[src/rtl/ones_cnt_sched.sv]
// Arbitrating scheduler that shares one ones-counter among N_REQ requesters.
// Define ONES_SCHED_RR_EN for round-robin arbitration; the default is fixed priority, lowest index first.
package q_8_34a_pkg;
  parameter int data_size = 8;
  parameter int r2_size   = 4;
endpackage

module ones_cnt_sched
  import q_8_34a_pkg::*;
#(
  parameter int N_REQ = 4
) (
  input  logic                              clk,
  input  logic                              rst_b,
  input  logic [N_REQ-1:0]                  req,
  input  logic [N_REQ-1:0][data_size-1:0]   req_data,
  output logic [N_REQ-1:0]                  ack,
  output logic [N_REQ-1:0]                  done,
  output logic [r2_size-1:0]                result,
  output logic                              busy,
  output logic                              start,
  output logic [data_size-1:0]              data_in,
  input  logic [r2_size-1:0]                cnt,
  input  logic                              rdy
);

  localparam int GW = (N_REQ > 1) ? $clog2(N_REQ) : 1;

  typedef enum logic [2:0] {IDLE, ISSUE, WAIT_BUSY, WAIT_DONE, DONE} state_t;

  state_t                r_state, w_next;
  logic [GW-1:0]         r_g, w_gnt;
  logic [data_size-1:0]  r_data_in;
  logic [r2_size-1:0]    r_result;
  logic                  r_start;
  logic                  r_armed;
  logic                  w_take;

  // Arbitration is held off for the first edge after reset release.
  assign w_take = r_armed && (|req);

`ifdef ONES_SCHED_RR_EN
  logic [GW-1:0] r_ptr;
  int            w_idx;

  // Walk from the farthest candidate back to the pointer so the nearest one wins.
  always_comb begin
    w_gnt = '0;
    w_idx = 0;
    for (int k = N_REQ-1; k >= 0; k--) begin
      w_idx = (int'(r_ptr) + k) % N_REQ;
      if (req[w_idx]) w_gnt = GW'(w_idx);
    end
  end

  always_ff @(posedge clk or negedge rst_b) begin
    if (!rst_b)                        r_ptr <= '0;
    else if (r_state == IDLE && w_take) r_ptr <= GW'((int'(w_gnt) + 1) % N_REQ);
  end
`else
  always_comb begin
    w_gnt = '0;
    for (int k = N_REQ-1; k >= 0; k--)
      if (req[k]) w_gnt = GW'(k);
  end
`endif

  always_ff @(posedge clk or negedge rst_b) begin
    if (!rst_b) r_state <= IDLE;
    else        r_state <= w_next;
  end

  always_comb begin
    w_next = r_state;
    case (r_state)
      IDLE:      if (w_take) w_next = ISSUE;
      ISSUE:     w_next = WAIT_BUSY;
      WAIT_BUSY: if (!rdy) w_next = WAIT_DONE;
      WAIT_DONE: if (rdy)  w_next = DONE;
      DONE:      w_next = IDLE;
      default:   w_next = IDLE;
    endcase
  end

  always_comb begin
    ack  = '0;
    done = '0;
    if (r_state == ISSUE) ack[r_g]  = 1'b1;
    if (r_state == DONE)  done[r_g] = 1'b1;
    busy = (r_state != IDLE);
  end

  always_ff @(posedge clk or negedge rst_b) begin
    if (!rst_b) begin
      r_g       <= '0;
      r_data_in <= '0;
      r_result  <= '0;
      r_start   <= 1'b0;
      r_armed   <= 1'b0;
    end else begin
      r_armed <= 1'b1;
      r_start <= (r_state == IDLE) && w_take;
      if (r_state == IDLE && w_take) begin
        r_g       <= w_gnt;
        r_data_in <= req_data[w_gnt];
      end
      if (r_state == WAIT_DONE && rdy) r_result <= cnt;
    end
  end

  assign start   = r_start;
  assign data_in = r_data_in;
  assign result  = r_result;

endmodule

[config.mk]
export PLATFORM = sky130hd
export DESIGN_NAME = ones_cnt_sched
export DESIGN_NICKNAME = d
export VERILOG_FILES = /design/src/rtl/ones_cnt_sched.sv
export SDC_FILE = /design/constraint.sdc
export NUM_CORES = 1
export LEC_CHECK = 0
export ABC_AREA = 1
export BUFFER_PORTS_ARGS = -buffer_cell sky130_fd_sc_hd__buf_4
export CORE_AREA = 2 2 66 50
export CTS_CLUSTER_SIZE = 30
export DETAILED_ROUTE_END_ITERATION = 10
export DIE_AREA = 0 0 68 52
export PLACE_DENSITY = 0.82
export REMOVE_ABC_BUFFERS = 1
export SETUP_SLACK_MARGIN = 0.02
export SYNTH_ARGS = -nofsm -noshare
export SYNTH_HDL_FRONTEND = slang
export SYNTH_SLANG_ARGS = --single-unit
[constraint.sdc]
create_clock -name clk -period 1.52 [get_ports clk]
set_clock_uncertainty 0.05 [all_clocks]
set_input_delay 0.152 -clock clk [delete_from_list [all_inputs] [get_ports clk]]
set_output_delay 0.152 -clock clk [all_outputs]
set_load 0.03 [all_outputs]
==> out/results.ini, run 1 <==
[run_status]
status = completed

[floorplanning]
die_area_mm2 = 0.00354
die_y_um = 52
ios = 65
fp-row-count = 17
coreArea_mm2 = 0.00294
fp.dieW_um = 68
initial_utilization = 0.416

[pwr]
power.share.switching = 0.460
power_frac_seq = 0.327
peakVddDrop_v = 0.000656
switching_power_uw = 1230
power.leakage_uw = 0.00106
power_frac_comb = 0.548
p_per_area_mw_per_mm2 = 1490
internal-power_uw = 1450
clock_power_share = 0.125
totalPowerFinal_uw = 2680

[run]
cap_viol_max_count = 0

[synthesis]
synth-seq-cells = 19
synth_edf_count = 0
synthMostInstantiatedCell = sky130_fd_sc_hd__nand2_1
post_synth.cell_area_avg_um2 = 6.68
synthesized_instance_count = 183
synthTopCellsByCount = sky130_fd_sc_hd__nand2_1 (83), sky130_fd_sc_hd__nand3_1 (24), sky130_fd_sc_hd__inv_1 (22), sky130_fd_sc_hd__dfrtp_1 (19)
synth_area_leader_cell = sky130_fd_sc_hd__dfrtp_1
yosysTopAreaCellShare = 0.389
ys_top_cells_by_area = sky130_fd_sc_hd__dfrtp_1 (39%), sky130_fd_sc_hd__nand2_1 (25%), sky130_fd_sc_hd__nand3_1 (9.8%), sky130_fd_sc_hd__inv_1 (6.8%), sky130_fd_sc_hd__nor3_1 (3.3%)
synth_seq_area_share = 0.389
ffs_w_async_s_r_synth = 1.00
mappedNetlistArea_mm2 = 0.00122
synth.yosys.warnings = 0
yosys.cell_types.count = 17
ys_dominant_reg_cell = sky130_fd_sc_hd__dfrtp_1

[critical_path]
crit_path_cell_trace = inv_2 > nand3_1 > nor3_1 > buf_4
combined_buffer_and_inverter_count_along_the_critical_path = 2
worst_setup_path_start_kind = register
cpMaxStageDelayCell = sky130_fd_sc_hd__dfrtp_1
cpLargestDelayFamily = flip-flops
critPathArrivalTime_ns = 1.26
critical_path_required_ns = 1.32
setup.worst_path.end_class = output port
critical_path.max_fanout = 4
cpPeakStageDelay_ns = 0.41
critical_path_class = register to output port

[clocking]
cts_buffers = 3
clk_path_buf_depth = 2
path_clk_slew_ns = 0.07
worstSkewPairLatency_ns = 0.25
clk_root_buffer_cell = sky130_fd_sc_hd__clkbuf_8
clock_sinks = 19
cts-htree-levels = 1
cts_tree = done

[drt]
drtPass1Iterations = 4
drt_drc_violations_left = 0
routed_wl_mm = 2.90
drt-vias-per-instance = 4.57
routed-via-count = 1322
route.antenna.remaining_nets = 0
avgRoutedWirePerCell_um = 10.0
dr.first_iter.drc_count = 38

[timing]
fin_worst_hold_slack_ns = 0.0446
slew_violations = 0
min_period_ns = 1.46
finalHoldViolations = 0
fin_crit_sh = 0.962
unrepaired_setup_endpoints_after_global_routing = true
setup-violations-final = 0
max_freq_ghz = 0.684

[finish]
final_net_count = 295
drive_gt1_frac = 0.359
num-fill-cells = 294
antenna_cells = 0
area.growth.synth_to_final_pct = 47.5

[grt]
grt_antenna_before_repair = 0
grt_util_overall = 0.182
via_count_of_the_first_global_routing_pass = 1218
largest_net_degree_at_the_start_of_global_routing = 20
grt_pass1_wl_mm = 4.97
grt_remaining_overflow = 0

[hold_path]
hp-class = primary input to register

[place]
numPortBuffers = 64
gp_congestion = 0.798
hpwl_mm = 2.27

## power by group through the flow
stage / Clock [µW] / Combinational [µW] / Sequential (µW)
floorplan: 0 / 620 / 1160
global placement: 0 / 1420 / 869
detailed placement: 0 / 1440 / 871
CTS: 347 / 1450 / 871
global route: 368 / 1620 / 902
finish: 335 / 1470 / 876
## worst paths after layout
check	from	to	slack, ns	cells after the start
max	r_state[1]	done[0]	0.06	4
min	cnt[0]	result[0]	0.04	3
max reg2reg	r_state[2]	data_in[6]	0.11	7
min reg2reg	data_in[1]	data_in[1]	0.43	2
max in group asynchronous	rst_b	data_in[3]	0.95	2
min in group asynchronous	rst_b	data_in[2]	0.26	2
## sequential cells by signal (all words and copies together), names as in the netlist
| signal | flops |
|---|---|
| data_in | 8 |
| r_armed | 1 |
| r_g | 2 |
| r_state | 3 |
| result | 4 |
| start | 1 |
## stage by stage
stage	utilization	instances	setup WS [ns]	area, µm²	setup TNS [ns]
floorplan	-	180	0.0554	1190	0
global placement	0.585	282	0.187	1720	0
detailed placement	0.585	282	0.119	1720	0
CTS	0.604	287	0.0223	1770	0
global route	0.614	289	-0.00355	1800	-0.00537
finish	0.614	289	0.0579	1800	0
## worst reg2reg max path, cell delays in order (launching register included)
cell,delay [ns]
sky130_fd_sc_hd__dfrtp_1,0.41
sky130_fd_sc_hd__inv_2,0.07
sky130_fd_sc_hd__nand2_1,0.07
sky130_fd_sc_hd__nor2_2,0.17
sky130_fd_sc_hd__nand3_4,0.19
sky130_fd_sc_hd__buf_4,0.21
sky130_fd_sc_hd__nand2_1,0.05
sky130_fd_sc_hd__nand3_1,0.07
## repair_timing
item | in CTS | in global routing
setup endpoints to repair | 0 | 11
endpoints found under the hold margin | 19 | 0
hold buffers | 1 | 0
gates resized for setup | 0 | 3
setup buffers | 0 | 2
## cells by family (layout without fill, tap and decap cells)
| logic type | count (synthesis) | after routing | share of synthesized area |
|---|---|---|---|
| flops | 19 | 19 | 0.389 |
| buf+inv | 33 | 101 | 0.120 |
| simple gates | 126 | 126 | 0.469 |
| compound gates | 4 | 4 | 0.0194 |
| other cells | 1 | 1 | 0.00307 |
## area by class of cell
cell class	count	area (µm²)	share of cell area
clock buffers	3	41.3	0.0229
inverters	30	113	0.0625
clock inverters	1	5.00	0.00278
multi-input cells	131	616	0.341
flip-flops and latches	19	475	0.264
well taps	38	47.5	0.0264
repair buffers	67	505	0.280
## placed cells by master (no fill, tap or decap)
cell	n
sky130_fd_sc_hd__buf_4	66
sky130_fd_sc_hd__nor2_4	2
sky130_fd_sc_hd__clkbuf_8	3
sky130_fd_sc_hd__nand3_2	2
sky130_fd_sc_hd__dlygate4sd3_1	1
sky130_fd_sc_hd__o21ai_1	3
sky130_fd_sc_hd__nor3_2	3
sky130_fd_sc_hd__dfrtp_1	19
sky130_fd_sc_hd__nand2_1	83
sky130_fd_sc_hd__nor2_1	2
sky130_fd_sc_hd__inv_1	22
sky130_fd_sc_hd__clkinv_2	1
sky130_fd_sc_hd__nor2_2	1
sky130_fd_sc_hd__a21oi_2	1
sky130_fd_sc_hd__nand3_1	23
sky130_fd_sc_hd__nand3_4	1
sky130_fd_sc_hd__nor3_1	7
sky130_fd_sc_hd__inv_2	8
sky130_fd_sc_hd__conb_1	1
sky130_fd_sc_hd__nand2_4	2
## routing by layer
metal,share of wire,global-route usage
met5,0,0
met4,0.0059,0.0200
met3,0.085,0.0541
met2,0.48,0.319
met1,0.42,0.228
Power figures use the tool's default switching activity.
==> run 2: changes to the inputs <==
--- a/config.mk
+++ b/config.mk
@@ -7,10 +7,10 @@
 export LEC_CHECK = 0
 export ABC_AREA = 1
 export BUFFER_PORTS_ARGS = -buffer_cell sky130_fd_sc_hd__buf_4
-export CORE_AREA = 2 2 66 50
+export CORE_AREA = 2 2 59 56
 export CTS_CLUSTER_SIZE = 30
 export DETAILED_ROUTE_END_ITERATION = 10
-export DIE_AREA = 0 0 68 52
+export DIE_AREA = 0 0 61 58
 export PLACE_DENSITY = 0.82
 export REMOVE_ABC_BUFFERS = 1
 export SETUP_SLACK_MARGIN = 0.02
==> constraint.sdc (replaced) <==
create_clock -name clk -period 1.6 [get_ports clk]
set_clock_uncertainty 0.05 [all_clocks]
set_input_delay 0.16 -clock clk [delete_from_list [all_inputs] [get_ports clk]]
set_output_delay 0.16 -clock clk [all_outputs]
set_load 0.03 [all_outputs]
==> out/results.ini, run 2 (synthesized netlist as in run 1, its figures left out) <==
[grt]
grt_util_overall = 0.168
grt_pass1_wl_mm = 4.62
largest_net_degree_at_the_start_of_global_routing = 20
grt_antenna_before_repair = 0
grt_remaining_overflow = 0
via_count_of_the_first_global_routing_pass = 1197

[clocking]
path_clk_slew_ns = 0.11
cts_buffers = 3
clk_path_buf_depth = 2
clk_root_buffer_cell = sky130_fd_sc_hd__clkbuf_4
clock_sinks = 19
cts_tree = done
cts-htree-levels = 1
worstSkewPairLatency_ns = 0.30

[pwr]
power_frac_seq = 0.334
peakVddDrop_v = 0.000792
power.share.switching = 0.477
clock_power_share = 0.098
power.leakage_uw = 0.00106
totalPowerFinal_uw = 2480
internal-power_uw = 1300
power_frac_comb = 0.569
switching_power_uw = 1180
p_per_area_mw_per_mm2 = 1360

[finish]
final_net_count = 297
largest_register_ffs = 8
layout.cells.most_common = sky130_fd_sc_hd__nand2_1
stdcell_count = 295
regArea_um2 = 475
multi_input_comb_area_um2 = 626
area.growth.synth_to_final_pct = 49.0
mostFrequentLayoutCells = sky130_fd_sc_hd__nand2_1 (83), sky130_fd_sc_hd__buf_4 (65), sky130_fd_sc_hd__inv_1 (22), sky130_fd_sc_hd__nand3_1 (22), sky130_fd_sc_hd__dfrtp_1 (19)
antenna_cells = 0
drive_gt1_frac = 0.360
num-fill-cells = 272

[critical_path]
critical_path.max_fanout = 5
setup.worst_path.end_class = output port
critical_path_class = register to output port
crit-reg2reg-launch = r_state[2]
worst_r2r_endpoint = data_in[5]
worst-path-stages = 4
cpPeakStageDelay_ns = 0.43
combined_buffer_and_inverter_count_along_the_critical_path = 2
cpLargestDelayFamily = flip-flops
critical_path_required_ns = 1.39
critPathArrivalTime_ns = 1.32
timing.reg2reg.setup_slack_ns = 0.18
worst_setup_path_start_kind = register
cpMaxStageDelayCell = sky130_fd_sc_hd__dfrtp_1
crit_path_cell_trace = inv_2 > nand3_2 > nor3_1 > buf_4
rr_worst_depth = 7

[hold_path]
hp-class = primary input to register
worst_hold_path.num_cells = 3
worst_hold_startpoint = cnt[3]
min_to = result[3]

[timing]
final.setup.tns_ns = 0
fin_crit_sh = 0.953
max_freq_ghz = 0.656
finalHoldViolations = 0
final.setup.worst_slack_ns = 0.0746
min_period_ns = 1.53
setup-violations-final = 0
fin_worst_hold_slack_ns = 0.0171
slew_violations = 0
unrepaired_setup_endpoints_after_global_routing = true

[floorplanning]
coreArea_mm2 = 0.00292
fp.dieW_um = 61
initial_utilization = 0.418
die_y_um = 58
ios = 65
die_area_mm2 = 0.00354
fp-row-count = 19

[run]
cap_viol_max_count = 0

[drt]
route.antenna.remaining_nets = 0
routed-via-count = 1332
drt_drc_violations_left = 0
routed_wl_mm = 2.94
drt-vias-per-instance = 4.52
dr.first_iter.drc_count = 21
drtPass1Iterations = 4
avgRoutedWirePerCell_um = 9.98

[place]
post-place-ws_ns = 0.190
hpwl_mm = 2.24
place_inst = 286
gp_congestion = 0.744
numPortBuffers = 64

[run_status]
status = completed

==> run 2: final cells by class <==
cell class | count | share of cell area
Tap cell | 42 | 0.0288
Inverter | 30 | 0.0618
Multi-Input combinational cell | 131 | 0.343
Sequential cell | 19 | 0.261
Timing Repair Buffer | 69 | 0.290
Clock inverter | 1 | 0.00275
Clock buffer | 3 | 0.0124
==> run 2: layer usage <==
metal / part of all wire / wire [µm] / GRT usage / vias up
met3: 0.070 / 207 / 0.0536 / 0
li1: - / - / - / 702
met5: 0 / 0 / 0 / -
met4: 0 / 0 / 0.00932 / 0
met2: 0.49 / 1450 / 0.321 / 40
met1: 0.44 / 1290 / 0.186 / 590
==> run 2: what timing repair did <==
item                       in CTS  in global routing
setup endpoints to repair       4                  9
hold endpoints to repair       22                  0
gates resized for setup         1                  4
hold buffers                    4                  0
setup buffers                   0                  1
pin swaps                       0                  0
==> run 2: worst max-delay path by stage <==
| stage | end | start |
|---|---|---|
| finish | ack[2] | r_state[1] |
| global route | ack[0] | r_state[1] |
| CTS | done[2] | r_state[1] |
| detailed placement | data_in[5] | r_state[0] |
| global placement | data_in[5] | r_state[2] |
| floorplan | ack[0] | r_state[1] |
==> run 2: tightest hold or removal path: cells and delay by family <==
family,cells,cell delay (ns)
buffers and inverters,1,0.07
and+or+nand+nor,2,0.09
==> run 2: power by group through the flow <==
stage	logic, µW	registers (µW)	clock network [µW]
2_1_floorplan	589	1100	0
4_1_cts	1380	823	255
5_1_grt	1530	851	280
6_report	1410	828	242
3_5_place_dp	1370	827	0
3_3_place_gp	1340	826	0
==> run 2: per-stage QoR <==
step                 util  cell area [µm²]
detailed placement  0.589             1720
CTS                 0.614             1790
finish              0.623             1820
global placement    0.589             1720
global route        0.623             1820
floorplan               -             1190
==> run 3: changes to the inputs <==
--- a/config.mk
+++ b/config.mk
@@ -5,15 +5,15 @@
 export SDC_FILE = /design/constraint.sdc
 export NUM_CORES = 1
 export LEC_CHECK = 0
-export ABC_AREA = 1
 export BUFFER_PORTS_ARGS = -buffer_cell sky130_fd_sc_hd__buf_4
 export CORE_AREA = 2 2 59 56
 export CTS_CLUSTER_SIZE = 30
 export DETAILED_ROUTE_END_ITERATION = 10
 export DIE_AREA = 0 0 61 58
-export PLACE_DENSITY = 0.82
+export PLACE_DENSITY = 0.83
 export REMOVE_ABC_BUFFERS = 1
 export SETUP_SLACK_MARGIN = 0.02
+export SLEW_MARGIN = 20
 export SYNTH_ARGS = -nofsm -noshare
 export SYNTH_HDL_FRONTEND = slang
 export SYNTH_SLANG_ARGS = --single-unit
==> out/results.ini, run 3 <==
[finish]
mostFrequentLayoutCells = sky130_fd_sc_hd__buf_4 (70), sky130_fd_sc_hd__dfrtp_1 (16), sky130_fd_sc_hd__nor2_1 (13), sky130_fd_sc_hd__a21oi_1 (9)
layout.cells.most_common = sky130_fd_sc_hd__buf_4
largest_register_ffs = 8
area.growth.synth_to_final_pct = 56.9
antenna_cells = 0
final_standard_cell_utilization_of_the_core = 0.674
drive_gt1_frac = 0.486
num-fill-cells = 242
final_net_count = 256

[grt]
grt_util_overall = 0.201
grt_antenna_before_repair = 0
grt_remaining_overflow = 0
grt_pass1_wl_mm = 5.38
via_count_of_the_first_global_routing_pass = 1208
largest_net_degree_at_the_start_of_global_routing = 22

[timing]
unrepaired_setup_endpoints_after_global_routing = true
slew_violations = 0
setup-violations-final = 6
worst-slew-pin-transition_ns = 0.982
fin_crit_sh = 1.01
worst_slew_margin_relative_to_its_limit = 0.339
fin_worst_hold_slack_ns = 0.0524
min_period_ns = 1.62
max_freq_ghz = 0.618
final.setup.worst_slack_ns = -0.0187
finalHoldViolations = 0

[place]
hpwl_mm = 2.64
post-place-ws_ns = 0.0353
gp_congestion = 0.732
numPortBuffers = 64

[critical_path]
worst-path-stages = 4
worst_r2r_endpoint = data_in[6]
crit_path_cell_trace = buf_4 > or4b_4 > o21ai_2 > o31ai_4
critical_path_class = register to register
cpMaxStageDelayCell = sky130_fd_sc_hd__or4b_4
timing.reg2reg.setup_slack_ns = -0.02
critical_path.endpoint = data_in[6]
worst_setup_path_start_kind = register
setup.worst_path.start = r_state[0]
critical_path.max_fanout = 5
combined_buffer_and_inverter_count_along_the_critical_path = 1
cpPeakStageDelay_ns = 0.57
setup.worst_path.end_class = register
critPathArrivalTime_ns = 1.74
rr_worst_depth = 4
crit-reg2reg-launch = r_state[0]
critical_path_required_ns = 1.72
cpLargestDelayFamily = simple AND/OR/NAND/NOR gates

[synthesis]
synth_edf_count = 0
yosys.cell_types.count = 34
synth.yosys.warnings = 0
ys_dominant_reg_cell = sky130_fd_sc_hd__dfrtp_1
post_synth.cell_area_avg_um2 = 8.85
yosysTopAreaCellShare = 0.378
synthMostInstantiatedCell = sky130_fd_sc_hd__dfrtp_1
synthTopCellsByCount = sky130_fd_sc_hd__dfrtp_1 (19), sky130_fd_sc_hd__nor2_1 (16), sky130_fd_sc_hd__a21oi_1 (9)
synth_area_leader_cell = sky130_fd_sc_hd__dfrtp_1
synth-seq-cells = 19
ys_top_cells_by_area = sky130_fd_sc_hd__dfrtp_1 (38%), sky130_fd_sc_hd__nor2_1 (4.8%), sky130_fd_sc_hd__nor3b_1 (4.8%), sky130_fd_sc_hd__nor2b_1 (4.0%), sky130_fd_sc_hd__a21oi_1 (3.6%)
mappedNetlistArea_mm2 = 0.00126
ffs_w_async_s_r_synth = 1.00
synthesized_instance_count = 142
synth_seq_area_share = 0.378

[drt]
dr.first_iter.drc_count = 25
route.antenna.remaining_nets = 0
routed-via-count = 1324
avgRoutedWirePerCell_um = 13.3
drt_drc_violations_left = 0
drtPass1Iterations = 4
drt-vias-per-instance = 5.21
routed_wl_mm = 3.38

[pwr]
power_frac_seq = 0.322
clock_power_share = 0.084
power.leakage_uw = 0.000919
power_frac_comb = 0.594
switching_power_uw = 1170
p_per_area_mw_per_mm2 = 1360
totalPowerFinal_uw = 2680
peakVddDrop_v = 0.000544
internal-power_uw = 1510
power.share.switching = 0.438

[clocking]
path_clk_slew_ns = 0.10
clock_sinks = 19
worstSkewPairLatency_ns = 0.28
clk_path_buf_depth = 2
clk_root_buffer_cell = sky130_fd_sc_hd__clkbuf_4
cts_tree = done
cts-htree-levels = 1
cts_buffers = 3

[floorplanning]
coreArea_mm2 = 0.00292
initial_utilization = 0.430
die_y_um = 58
fp.dieW_um = 61
ios = 65
fp-row-count = 19
die_area_mm2 = 0.00354

[run_status]
status = complete, but fails checks
violations_in_the_final_reports = setup timing

[run]
cap_viol_max_count = 0

[hold_path]
hp-class = primary input to register

-- run 3: changes by cell type in the layout (fill, tap and decap cells not counted), moves of 8 or more --
cell                      change
sky130_fd_sc_hd__a21oi_1      +9
sky130_fd_sc_hd__nand3_1     -22
sky130_fd_sc_hd__nor2b_1      +8
sky130_fd_sc_hd__inv_1       -16
sky130_fd_sc_hd__nor3b_1      +8
sky130_fd_sc_hd__nor2_1      +11
sky130_fd_sc_hd__inv_2        -8
sky130_fd_sc_hd__nand2_1     -77
-- run 3: cells by family after synthesis --
logic type,count (synthesis),share of synthesized area
flip-flops,19,0.378
buffers and inverters,16,0.0637
multiplexers,4,0.0359
other,1,0.00299
AO/OA/AOI/OAI,41,0.217
AND/OR/NAND/NOR,61,0.302
-- run 3: routing by layer --
layer  GRT usage  routed length, µm  vias to the layer above
li1            -                  -                      647
met1       0.266               1440                      616
met2       0.329               1680                       59
met3      0.0335                231                        2
met4      0.0745                 27                        0
met5           0                  0                        -
-- run 3: layout make-up --
| cell class | count | area [µm²] | area share |
|---|---|---|---|
| inverter | 7 | 28.8 | 0.0146 |
| sequential | 19 | 479 | 0.243 |
| tap | 42 | 52.6 | 0.0267 |
| clock buffer | 4 | 26.3 | 0.0133 |
| timing repair buffer | 75 | 581 | 0.295 |
| multi-input combinational | 107 | 803 | 0.408 |
-- run 3: what timing repair did --
action	CTS	global route
pin swaps	3	3
setup buffers	3	3
hold endpoints to repair	19	0
endpoints found under the setup margin	9	14
hold buffers	1	0
gates resized for setup	16	16
-- run 3: per-stage QoR --
stage | TNS [ns] | cell area [µm²] | instances
after detailed placement | 0 | 1770 | 243
after global routing | -0.537 | 1970 | 254
final | -0.0531 | 1970 | 254
after floorplan | -0.216 | 1200 | 133
after CTS | -0.0273 | 1870 | 251
after global placement | 0 | 1770 | 243
-- run 3: worst register-to-register path, stage by stage (launching register included) --
cell and delay, ns:
sky130_fd_sc_hd__dfrtp_2 0.45, sky130_fd_sc_hd__buf_4 0.16, sky130_fd_sc_hd__or4b_4 0.57, sky130_fd_sc_hd__o21ai_2 0.20, sky130_fd_sc_hd__o31ai_4 0.09
-- run 3: power groups by stage --
stage               Combinational (µW)  Clock, µW  Sequential (µW)
finish                            1590        226              863
CTS                               1470        231              849
global route                      1700        255              893
floorplan                          487          0             1140
global placement                  1260          0              857
detailed placement                1310          0              879
-- run 3: how the worst min path moves through the flow --
stage,end,slack [ns],start,cells past startpoint
6_report,result[0],0.05,cnt[0],2
3_5_place_dp,data_in[6],-0.009,rst_b,1
2_1_floorplan,data_in[0],-0.19,rst_b,0
5_1_grt,result[3],0.04,cnt[3],2
3_3_place_gp,data_in[2],-0.01,rst_b,1
4_1_cts,result[3],0.05,cnt[3],2
